### config.mk
export PLATFORM = sky130hd
export DESIGN_NAME = cordic_result_unit
export DESIGN_NICKNAME = d
export VERILOG_FILES = /design/src/rtl/cordic_result_unit.sv
export SDC_FILE = /design/constraint.sdc
export NUM_CORES = 1
export LEC_CHECK = 0
export CAP_MARGIN = 20
export CORE_UTILIZATION = 45
export DETAILED_ROUTE_END_ITERATION = 10
export GPL_TIMING_DRIVEN = 0
export PLACE_DENSITY = 0.74
export SYNTH_ARGS = -nofsm -noshare
export SYNTH_HDL_FRONTEND = slang
export SYNTH_SLANG_ARGS = --single-unit
### constraint.sdc
create_clock -name clk -period 3.3 [get_ports clk]
set_input_delay 0.33 -clock clk [delete_from_list [all_inputs] [get_ports clk]]
set_output_delay 0.33 -clock clk [all_outputs]
set_load 0.02 [all_outputs]
### src/rtl/cordic_result_unit.sv
// CORDIC result unit: undoes the front-end quadrant fold, buffers results in an FWFT FIFO
// and issues credits to the front end. Optional statistics ports: CORDIC_RESULT_STATS_EN.
module cordic_result_unit #(
  parameter int OUTPUT_WIDTH      = 16,
  parameter int OUTPUT_FRAC_WIDTH = 8,
  parameter int FLIP_FLAG_WIDTH   = 2,
  parameter int FIFO_DEPTH        = 8,
  parameter int PTR_WIDTH         = 3
) (
  input  logic                              clk,
  input  logic                              reset,
  input  logic signed [OUTPUT_WIDTH-1:0]    degree_in,
  input  logic signed [OUTPUT_WIDTH-1:0]    x_in,
  input  logic signed [OUTPUT_WIDTH-1:0]    y_in,
  input  logic        [FLIP_FLAG_WIDTH-1:0] flip_in,
  input  logic                              arctan_en_in,
  input  logic                              valid_in,
  input  logic                              issue_in,
  output logic                              issue_ok,
  output logic signed [OUTPUT_WIDTH:0]      res_degree,
  output logic signed [OUTPUT_WIDTH-1:0]    res_x,
  output logic signed [OUTPUT_WIDTH-1:0]    res_y,
  output logic                              res_arctan,
  output logic                              res_valid,
  input  logic                              res_ready,
`ifdef CORDIC_RESULT_STATS_EN
  output logic        [15:0]                result_count,
  output logic        [PTR_WIDTH:0]         max_occupancy,
`endif
  output logic                              overflow_err
);

  localparam int DW = OUTPUT_WIDTH + 2;
  localparam int EW = 1 + (OUTPUT_WIDTH + 1) + 2 * OUTPUT_WIDTH;
  localparam logic signed [DW-1:0] DEG_180 = DW'(180 << OUTPUT_FRAC_WIDTH);
  localparam logic [PTR_WIDTH:0] DEPTH_C = (PTR_WIDTH + 1)'(FIFO_DEPTH);
  localparam logic signed [OUTPUT_WIDTH-1:0] MOST_NEG = {1'b1, {(OUTPUT_WIDTH-1){1'b0}}};
  localparam logic signed [OUTPUT_WIDTH-1:0] MOST_POS = {1'b0, {(OUTPUT_WIDTH-1){1'b1}}};

  function automatic logic signed [OUTPUT_WIDTH-1:0] sat_neg(input logic signed [OUTPUT_WIDTH-1:0] v);
    if (v == MOST_NEG) sat_neg = MOST_POS;
    else               sat_neg = -v;
  endfunction

  logic signed [DW-1:0]           deg_c;
  logic signed [OUTPUT_WIDTH-1:0] x_c;
  logic signed [OUTPUT_WIDTH-1:0] y_c;
  logic [EW-1:0]                  wr_entry;

  // Unfold in order: flip[0] (half-plane mirror) first, then flip[1] (sign swap).
  always_comb begin
    deg_c = {{2{degree_in[OUTPUT_WIDTH-1]}}, degree_in};
    x_c   = x_in;
    y_c   = y_in;
    if (flip_in[0]) begin
      if (arctan_en_in) deg_c = !deg_c[DW-1] ? (DEG_180 - deg_c) : (-DEG_180 - deg_c);
      else              x_c   = sat_neg(x_in);
    end
    if (flip_in[1]) begin
      if (arctan_en_in) deg_c = -deg_c;
      else              y_c   = sat_neg(y_in);
    end
    wr_entry = {arctan_en_in, deg_c[OUTPUT_WIDTH:0], x_c, y_c};
  end

  logic [EW-1:0]          mem [FIFO_DEPTH];
  logic [PTR_WIDTH-1:0]   wr_ptr, rd_ptr;
  logic [PTR_WIDTH:0]     count, count_nxt;
  logic [PTR_WIDTH:0]     outstanding, outstanding_nxt;
  logic                   full, pop, push_ok, drop, credit_err;
  logic [EW-1:0]          head;

  // Consumer handshake: a result transfers on any rising edge where res_valid && res_ready;
  // res_* are stable while res_valid is high and res_ready is low.
  assign full       = (count == DEPTH_C);
  assign res_valid  = (count != '0);
  assign pop        = res_valid & res_ready;
  assign push_ok    = valid_in & (~full | pop);
  assign drop       = valid_in & full & ~pop;
  assign issue_ok   = (outstanding < DEPTH_C);
  assign credit_err = issue_in & ~issue_ok;

  assign head       = mem[rd_ptr];
  assign res_arctan = head[EW-1];
  assign res_degree = head[EW-2 -: OUTPUT_WIDTH+1];
  assign res_x      = head[2*OUTPUT_WIDTH-1 -: OUTPUT_WIDTH];
  assign res_y      = head[OUTPUT_WIDTH-1:0];

  always_comb begin
    count_nxt = count;
    case ({push_ok, pop})
      2'b10:   count_nxt = count + 1'b1;
      2'b01:   count_nxt = count - 1'b1;
      default: count_nxt = count;
    endcase
  end

  // Credit saturates at FIFO_DEPTH on over-issue and at 0 on a stray pop.
  always_comb begin
    outstanding_nxt = outstanding;
    case ({issue_in, pop})
      2'b10:   if (issue_ok) outstanding_nxt = outstanding + 1'b1;
      2'b01:   if (outstanding != '0) outstanding_nxt = outstanding - 1'b1;
      default: outstanding_nxt = outstanding;
    endcase
  end

  always_ff @(posedge clk or negedge reset) begin
    if (!reset) begin
      for (int i = 0; i < FIFO_DEPTH; i++) mem[i] <= '0;
      wr_ptr       <= '0;
      rd_ptr       <= '0;
      count        <= '0;
      outstanding  <= '0;
      overflow_err <= 1'b0;
    end else begin
      if (push_ok) begin
        mem[wr_ptr] <= wr_entry;
        wr_ptr      <= wr_ptr + 1'b1;
      end
      if (pop) rd_ptr <= rd_ptr + 1'b1;
      count       <= count_nxt;
      outstanding <= outstanding_nxt;
      if (drop | credit_err) overflow_err <= 1'b1;
    end
  end

`ifdef CORDIC_RESULT_STATS_EN
  always_ff @(posedge clk or negedge reset) begin
    if (!reset) begin
      result_count  <= '0;
      max_occupancy <= '0;
    end else begin
      if (pop && result_count != 16'hFFFF) result_count <= result_count + 16'd1;
      if (count_nxt > max_occupancy) max_occupancy <= count_nxt;
    end
  end
`endif

endmodule

### Word-level counts from Yosys, hierarchy flattened

Cells that the tools add are included.

| operators by class | value |
|---|---|
| add/sub/neg operators | 11 |
| $lt $le $gt $ge | 4 |
| reductions and logical operators | 6 |
| muxes and demuxes | 21 |
| equality and inequality tests | 9 |
| bitwise gates (word level) | 12 |

Operator list:

| operator | number |
|---|---|
| $bwmux 400 | 1 |
| $bmux 50 s3 | 1 |
| $demux 50 s3 | 1 |
| $mux 50 | 3 |
| $mux 16 | 6 |
| $mux 17 | 5 |
| $sub 17x16->17 const A | 2 |
| $eq 16x16->1 const B | 2 |
| $neg 16->16 | 2 |
| $neg 17->17 | 1 |
| $pmux 4 s2 | 2 |
| $add 4x1->4 const B | 2 |
| $ge 4x4->1 const B | 2 |
| $mux 4 | 2 |
| $not 3->4 | 2 |
| $reduce_bool 4->1 | 2 |
| $sub 4x1->4 const B | 2 |
| $add 3x1->3 const B | 2 |
| $and 1x1->1 | 5 |
| $eq 2x1->1 const B | 2 |
| $eq 2x2->1 const B | 2 |
| $eq 4x4->1 const B | 1 |
| $lt 4x1->1 const B | 1 |
| $lt 4x4->1 const B | 1 |
| 6 further kinds | 11 |

| storage, ports and cells | value |
|---|---|
| output and inout bits | 53 |
| input port bits | 56 |
| word-level logic and storage cells | 76 |
| register bits | 415 |

### Longest topological paths before layout

Gate-level depths: netlist of the first run.

| depth | value |
|---|---|
| depth after elaboration | 8 |
| mapped depth | 12 |
| gate-level depth less buffers | 11 |

### Worst setup path before layout of the first run

No wires, ideal clock.

| path | value |
|---|---|
| path type | input -> register |
| start point | input port degree_in[0] |
| end point | register mem[298] in the netlist's numbering |
| buffers on the path | 1 |
| data required time | 3.153 ns |
| arrival time | 2.844 ns |
| library setup time | 0.147 ns |
| cell stages on the path | 11 |
| slack | 0.309 ns |
| path through | buf_6 > clkinv_1 > ha_1 > or3b_2 > nor4_1 > nor2_1 > and4b_1 > a2111oi_2 > nand2_1 > nor4_4 > a41oi_1 |

| between the ends | value |
|---|---|
| cells in the longest elaborated chain, start to end | 8 |
| elaborated cells on any way between the ends | 9 |
| classes of those cells | add/sub: 3; mux: 6 |

RTL lines:

| element | RTL line | text |
|---|---|---|
| start: declaration | 12 | `input logic signed [OUTPUT_WIDTH-1:0] degree_in,` |
| $sub 17x16->17 | 56 | `if (arctan_en_in) deg_c = !deg_c[DW-1] ? (DEG_180 - deg_c) : (-DEG_180 - deg_c);` |
| $mux 17 (2 in series) | 56 |  |
| $mux 17 (*) | 55 | `if (flip_in[0]) begin` |
| $neg 17->17 | 60 | `if (arctan_en_in) deg_c = -deg_c;` |
| $mux 17 | 60 |  |
| $mux 17 (*) | 59 | `if (flip_in[1]) begin` |
| $bwmux 400 (*) | 118 | `mem[wr_ptr] <= wr_entry;` |
| end signal: indexed assignment | 118 |  |
| end: declaration | 66 | `logic [EW-1:0] mem [FIFO_DEPTH];` |

Every way passes the cells marked *; elsewhere a longest branch is shown, timed or not.
A chain may end at the register's enable or synchronous reset.

### Worst setup path in the final report of the first run

| path | value |
|---|---|
| start point | register rd_ptr[2] |
| end point | output port res_degree[16] |

| between the ends | value |
|---|---|
| cells in the longest elaborated chain, start to end | 4 |

RTL lines:

| element | RTL line | text |
|---|---|---|
| start: declaration | 67 | `logic [PTR_WIDTH-1:0] wr_ptr, rd_ptr;` |
| start signal: assignment | 121 | `if (pop) rd_ptr <= rd_ptr + 1'b1;` |
| $not 3->4 (not written as such) | 83 | `assign head = mem[rd_ptr];` |
| $bmux 50 s3 | 83 |  |
| $mux 50 (not written as such) (2 in series) | 83 |  |
| end: declaration | 20 | `output logic signed [OUTPUT_WIDTH:0] res_degree,` |

Every way passes these cells. The select of a mux whose other input is x is not followed.

==> flow_metrics.tcl, run 1 <==
set metrics [dict create \
    outcome "finished, final reports clean" \
    drive_gt1_share_pct 13.2 \
    diodes 0 \
    syn_avg_cell_area_sq_um 10.4 \
    worstReg2RegStart "count[1]" \
    grt_max_degree 128 \
    cts_tree "yes" \
    syn-num-nets 1953 \
    p_leak_nw 10.1 \
    holdWs_ns 0.290 \
    cts_root_buffer "clkbuf_16" \
    critPathLaunchType "register" \
    wl_per_cell_um 20.3 \
    synthTopCellsByArea "dfrtp_1 (53%), mux4_2 (11%), o21ai_0 (10%), nand2_1 (8.4%), mux2_2 (3.1%)" \
    rows 76 \
    worstHoldStart "degree_in[0]" \
    max_clock_freq_mhz 309 \
    grt_pass1_wl_mm 85.2 \
    pin_count 109 \
    fin_util_pct 53.4 \
    synth_seq_cells 415 \
    synth_cell_types 61 \
    port_buffers 103 \
    timing.rr.end "mem[390]" \
    ys_seq_area_share_pct 52.9 \
    crit_type "register to output pin" \
    clkTransAtPathRegs_ns 0.06 \
    max_cap_viol_count 0 \
    die_area_sq_um 44500 \
    whs_path_depth 3 \
    yosysTopAreaCellShare_pct 52.9 \
    ys.flop_type "dfrtp_1" \
    synthArstFlopShare_pct 100 \
    post-route-period-util_pct 98.1 \
    ant_nets 0 \
    synth_area_sq_um 19600 \
    dp_hpwl_mm 36.3 \
    antenna_found_initial 0 \
    cts_max_path_buffers 3 \
    cp_max_fo 10 \
    setup_viol 0 \
    ir_worst_vdd_uv 498 \
    critPathLaunch "rd_ptr[2]" \
    critPathCaptureType "output pin" \
    fp.dieH_um 211 \
    grtUsageTotal_pct 24.5 \
    grt_pass1_vias 15700 \
    maxSlewHeadroom_pct 28.7 \
    syn_inst 1880 \
    num_vias 15400 \
    ys_top_cells_by_count "nand2_1 (437), dfrtp_1 (415), o21ai_0 (391)" \
    totalPowerFinal_w 0.0236 \
    die_w_um 211 \
    hold_viol 0 \
    start_util_pct 45.6 \
    fin_crit_ns 3.24 \
    synth_area_leader_cell "dfrtp_1" \
    arrival_ns 2.91 \
    synth_edf_count 0 \
    synth.most_common_cell "nand2_1" \
    rrSetupSlack_ns 0.17 \
    clock-sinks 415 \
    yosysWarnings 0 \
    avgViaCountPerCell 5.84 \
    core_area_sq_um 43100 \
    cts_buffers 42 \
    syn_to_final_growth_pct 17.1 \
    h-tree-depth 2 \
    drc 0 \
    nets 2105 \
    clk_latency_ns 0.54 \
    r2r_cells 11 \
    min_to "mem[332]" \
    drtIter0Drc 1367 \
    gp_congestion 0.852 \
    finalMaxSlewViolations 0 \
    tightest_slew_ns 1.06 \
    p_per_area_nw_per_um2 1030 \
    required_ns 2.97 \
    grt-ovfl-total 0 \
    drtPass1Iterations 5 \
    finClkSkew_ns 0.0146 \
    hp-class "primary input to register" \
    routed_wl_mm 53.7 \
]
cells in the final DEF (no fill, tap or decap), types with 4 or more instances in the layout:
master,n
xnor2_1,31
a21oi_1,41
buf_6,11
mux2i_1,5
clkbuf_1,104
nor3_1,15
xor2_1,24
dfrtp_1,415
o21ai_1,9
nand2_1,437
inv_1,30
buf_2,6
clkbuf_8,6
a31oi_1,7
clkdlybuf4s50_1,102
or3_1,7
nor4_1,10
nor2_1,72
mux4_2,100
o21ai_0,391
o31ai_1,8
nand2b_1,7
clkinv_2,5
clkbuf_16,45
nand3_1,7
mux2_2,54
ha_1,15
and2_1,4
clkbuf_2,18
power breakdown:
group	internal [W]	total, W	switching (W)
Sequential	0.00739	0.00861	0.00122
Clock	0.00276	0.00470	0.00194
Combinational	0.00486	0.0103	0.00542
repair_timing:
item | in CTS | in global routing
hold buffers | 1 | 0
endpoints found under the setup margin | 74 | 108
pin swaps | 0 | 1
endpoints found under the hold margin | 60 | 0
buffers inserted | 0 | 1
gates resized for setup | 55 | 40
how the worst max path moves through the flow:
| stage | endpoint | cells past startpoint | slack, ns |
|---|---|---|---|
| 5_1_grt | mem[391] | 11 | -0.02 |
| 6_report | res_degree[16] | 4 | 0.06 |
| 4_1_cts | res_y[8] | 5 | -0.16 |
| 2_1_floorplan | mem[298] | 11 | 0.31 |
| 3_5_place_dp | mem[94] | 10 | -0.40 |
| 3_3_place_gp | mem[35] | 1 | -15.28 |
worst max-delay path, stage by stage (launching register included):
cell and delay (ns):
dfrtp_1 0.32, buf_1 0.44, clkbuf_1 0.61, mux2_2 0.46, clkdlybuf4s50_1 0.55
stage by stage:
stage                      TNS, ns  setup WS (ns)  cells  area (sq um)
after CTS                    -5.17         -0.163   2643         22900
after floorplan                  0          0.309   1880         19600
after global routing       -0.0163        -0.0163   2643         23000
final                            0         0.0642   2643         23000
after detailed placement    -39.38         -0.401   2572         21500
after global placement    -6352.07         -15.28   2568         21400
cells by family (layout without fill, tap and decap cells):
| logic type | after synthesis | count (layout) | share of synthesized area [%] |
|---|---|---|---|
| XOR/XNOR | 58 | 58 | 2.66 |
| flip-flops | 415 | 415 | 52.9 |
| AO/OA/AOI/OAI | 485 | 485 | 13.1 |
| adder cells (fa/ha/maj) | 17 | 17 | 1.16 |
| buffers and inverters | 163 | 341 | 3.21 |
| multiplexers | 159 | 159 | 14.8 |
| AND/OR/NAND/NOR | 583 | 583 | 12.2 |
flip-flops by register name, indices dropped and copies added, names as in the netlist:
| register | flops |
|---|---|
| outstanding | 4 |
| mem | 400 |
| wr_ptr | 3 |
| rd_ptr | 3 |
| count | 4 |
| overflow_err | 1 |
area by class of cell:
cell class | instances | area (sq um)
fillers | 3627 | 20100
repair buffers | 109 | 1140
inverters | 31 | 116
clock inverters | 9 | 101
clock buffers | 61 | 1250
flip-flops and latches | 415 | 10400
multi-input cells | 1302 | 8660
well taps | 585 | 732
plain buffers | 131 | 607
routing by layer:
layer  GRT usage, %  vias to the layer above  wire length, um
met2           41.4                      660            26800
li1               -                     6846                -
met5              0                        -                0
met4           8.07                        0             1450
met1           32.4                     7825            21500
met3           4.10                      107             3910
Note: power is estimated with default switching activity, not from simulation.
==> run 2, diff against run 1 <==
--- a/config.mk
+++ b/config.mk
@@ -10,6 +10,7 @@
 export DETAILED_ROUTE_END_ITERATION = 10
 export GPL_TIMING_DRIVEN = 0
 export PLACE_DENSITY = 0.74
+export SETUP_SLACK_MARGIN = 0.3
 export SYNTH_ARGS = -nofsm -noshare
 export SYNTH_HDL_FRONTEND = slang
 export SYNTH_SLANG_ARGS = --single-unit
==> flow_metrics.tcl, run 2 (synthesis results as in run 1) <==
set metrics [dict create \
    core_area_sq_um 43100 \
    hp-class "primary input to register" \
    fillers 3602 \
    finalMaxSlewViolations 0 \
    post-route-period-util_pct 88.0 \
    outcome "finished, final reports clean" \
    clkTransAtPathRegs_ns 0.06 \
    cts_root_buffer "clkbuf_16" \
    regMostFlops "mem" \
    cts_buffers 42 \
    wl_per_cell_um 20.3 \
    critPathCaptureType "output pin" \
    die_w_um 211 \
    layout.cells.non_filler 2647 \
    multi_input_area_sq_um 8770 \
    drive_gt1_share_pct 14.8 \
    rows 76 \
    largestRegisters "mem: 400 flops, count: 4 flops, outstanding: 4 flops" \
    die_area_sq_um 44500 \
    drtPass1Iterations 5 \
    totalPowerFinal_w 0.0232 \
    critPathLaunchType "register" \
    cts_max_path_buffers 3 \
    start_util_pct 45.6 \
    max_clock_freq_mhz 345 \
    dp_hpwl_mm 36.3 \
    required_ns 2.97 \
    clock-sinks 415 \
    nets 2109 \
    pin_count 109 \
    grtUsageTotal_pct 24.6 \
    grt_pass1_wl_mm 85.5 \
    fin_crit_ns 2.90 \
    gp_congestion 0.852 \
    setup_viol 0 \
    setup-tns-final_ns 0 \
    drtIter0Drc 1320 \
    place_inst 2572 \
    tightest_slew_ns 0.963 \
    h-tree-depth 2 \
    finClkSkew_ns 0.0127 \
    fp.dieH_um 211 \
    diodes 0 \
    mostFrequentLayoutCell "nand2_1" \
    antenna_found_initial 0 \
    seqCellArea_sq_um 10400 \
    cts_tree "yes" \
    arrival_ns 2.57 \
    port_buffers 103 \
    ir_worst_vdd_uv 501 \
    clk_latency_ns 0.54 \
    hold_viol 0 \
    grt_pass1_vias 15700 \
    maxSlewHeadroom_pct 35.4 \
    cp_max_fo 10 \
    crit_type "register to output pin" \
    ant_nets 0 \
    avgViaCountPerCell 5.86 \
    num_vias 15500 \
    grt-ovfl-total 0 \
    routed_wl_mm 53.7 \
    rsz0062_at_grt "true" \
    syn_to_final_growth_pct 17.9 \
    setup_slack_ns 0.397 \
    p_per_area_nw_per_um2 1000 \
    grt_max_degree 128 \
    layout_common_cells "nand2_1 (436), dfrtp_1 (415), o21ai_0 (390)" \
    largest_register_ffs 400 \
    p_leak_nw 10.4 \
    drc 0 \
    post-place-ws_ns -0.401 \
    max_cap_viol_count 0 \
]
run 2: cell count changes in the layout (fill, tap and decap cells not counted), sizes merged:
cell / delta
clkbuf: +3
dlymetal6s2s: +4
buf: +1
dlygate4sd2: +46
clkdlybuf4s50: -50
run 2: cell type report:
cell class | instances | share of cell area [%]
inverter | 31 | 0.503
tap | 585 | 3.16
clock inverter | 9 | 0.438
multi-input combinational | 1302 | 37.9
timing repair buffer | 112 | 4.82
clock buffer | 61 | 5.38
buffer | 132 | 2.93
sequential | 415 | 44.9
run 2: metal layers:
metal	vias to the layer above	global-route usage, %	share of wire (%)
met5	-	0	0
met4	0	8.07	2.7
met3	103	3.79	7.0
met2	628	41.5	50
met1	7916	32.7	40
li1	6852	-	-
run 2: repair_timing:
item / CTS / global route
endpoints found under the setup margin: 117 / 250
gates resized for setup: 145 / 53
gates cloned: 0 / 0
pin swaps: 1 / 4
hold buffers: 1 / 0
buffers inserted: 1 / 3
endpoints found under the hold margin: 60 / 0
run 2: through the flow:
step	hold WS, ns	utilization [%]	cell area [sq um]
after floorplan	0.0344	-	19600
after global placement	0.456	49.7	21400
after detailed placement	0.292	49.9	21500
after CTS	0.270	53.3	23000
after global routing	0.299	53.7	23100
final	0.295	53.7	23100
run 2: report_power, final:
group          total, W  switching (W)  internal (W)
logic           0.00989        0.00541       0.00448
registers       0.00861        0.00122       0.00739
clock network   0.00470        0.00194       0.00276
run 2: final timing paths:
| check | startpoint | endpoint | slack, ns | cells past startpoint |
|---|---|---|---|---|
| min in group asynchronous | reset | mem[110] | 0.34 | 2 |
| max in group asynchronous | reset | mem[326] | 1.40 | 4 |
| worst max register to register | count[1] | count[3] | 0.49 | 12 |
| worst max-delay path | rd_ptr[0] | res_degree[7] | 0.40 | 5 |
| worst min-delay path | degree_in[0] | mem[332] | 0.30 | 3 |
| worst min register to register | mem[88] | mem[88] | 0.48 | 2 |
run 2: critical path, cell delays in order, from the launching register on:
cell and delay, ns:
dfrtp_1 0.39, clkbuf_8 0.24, buf_6 0.22, mux4_2 0.55
mux2_2 0.31, dlygate4sd2_1 0.33
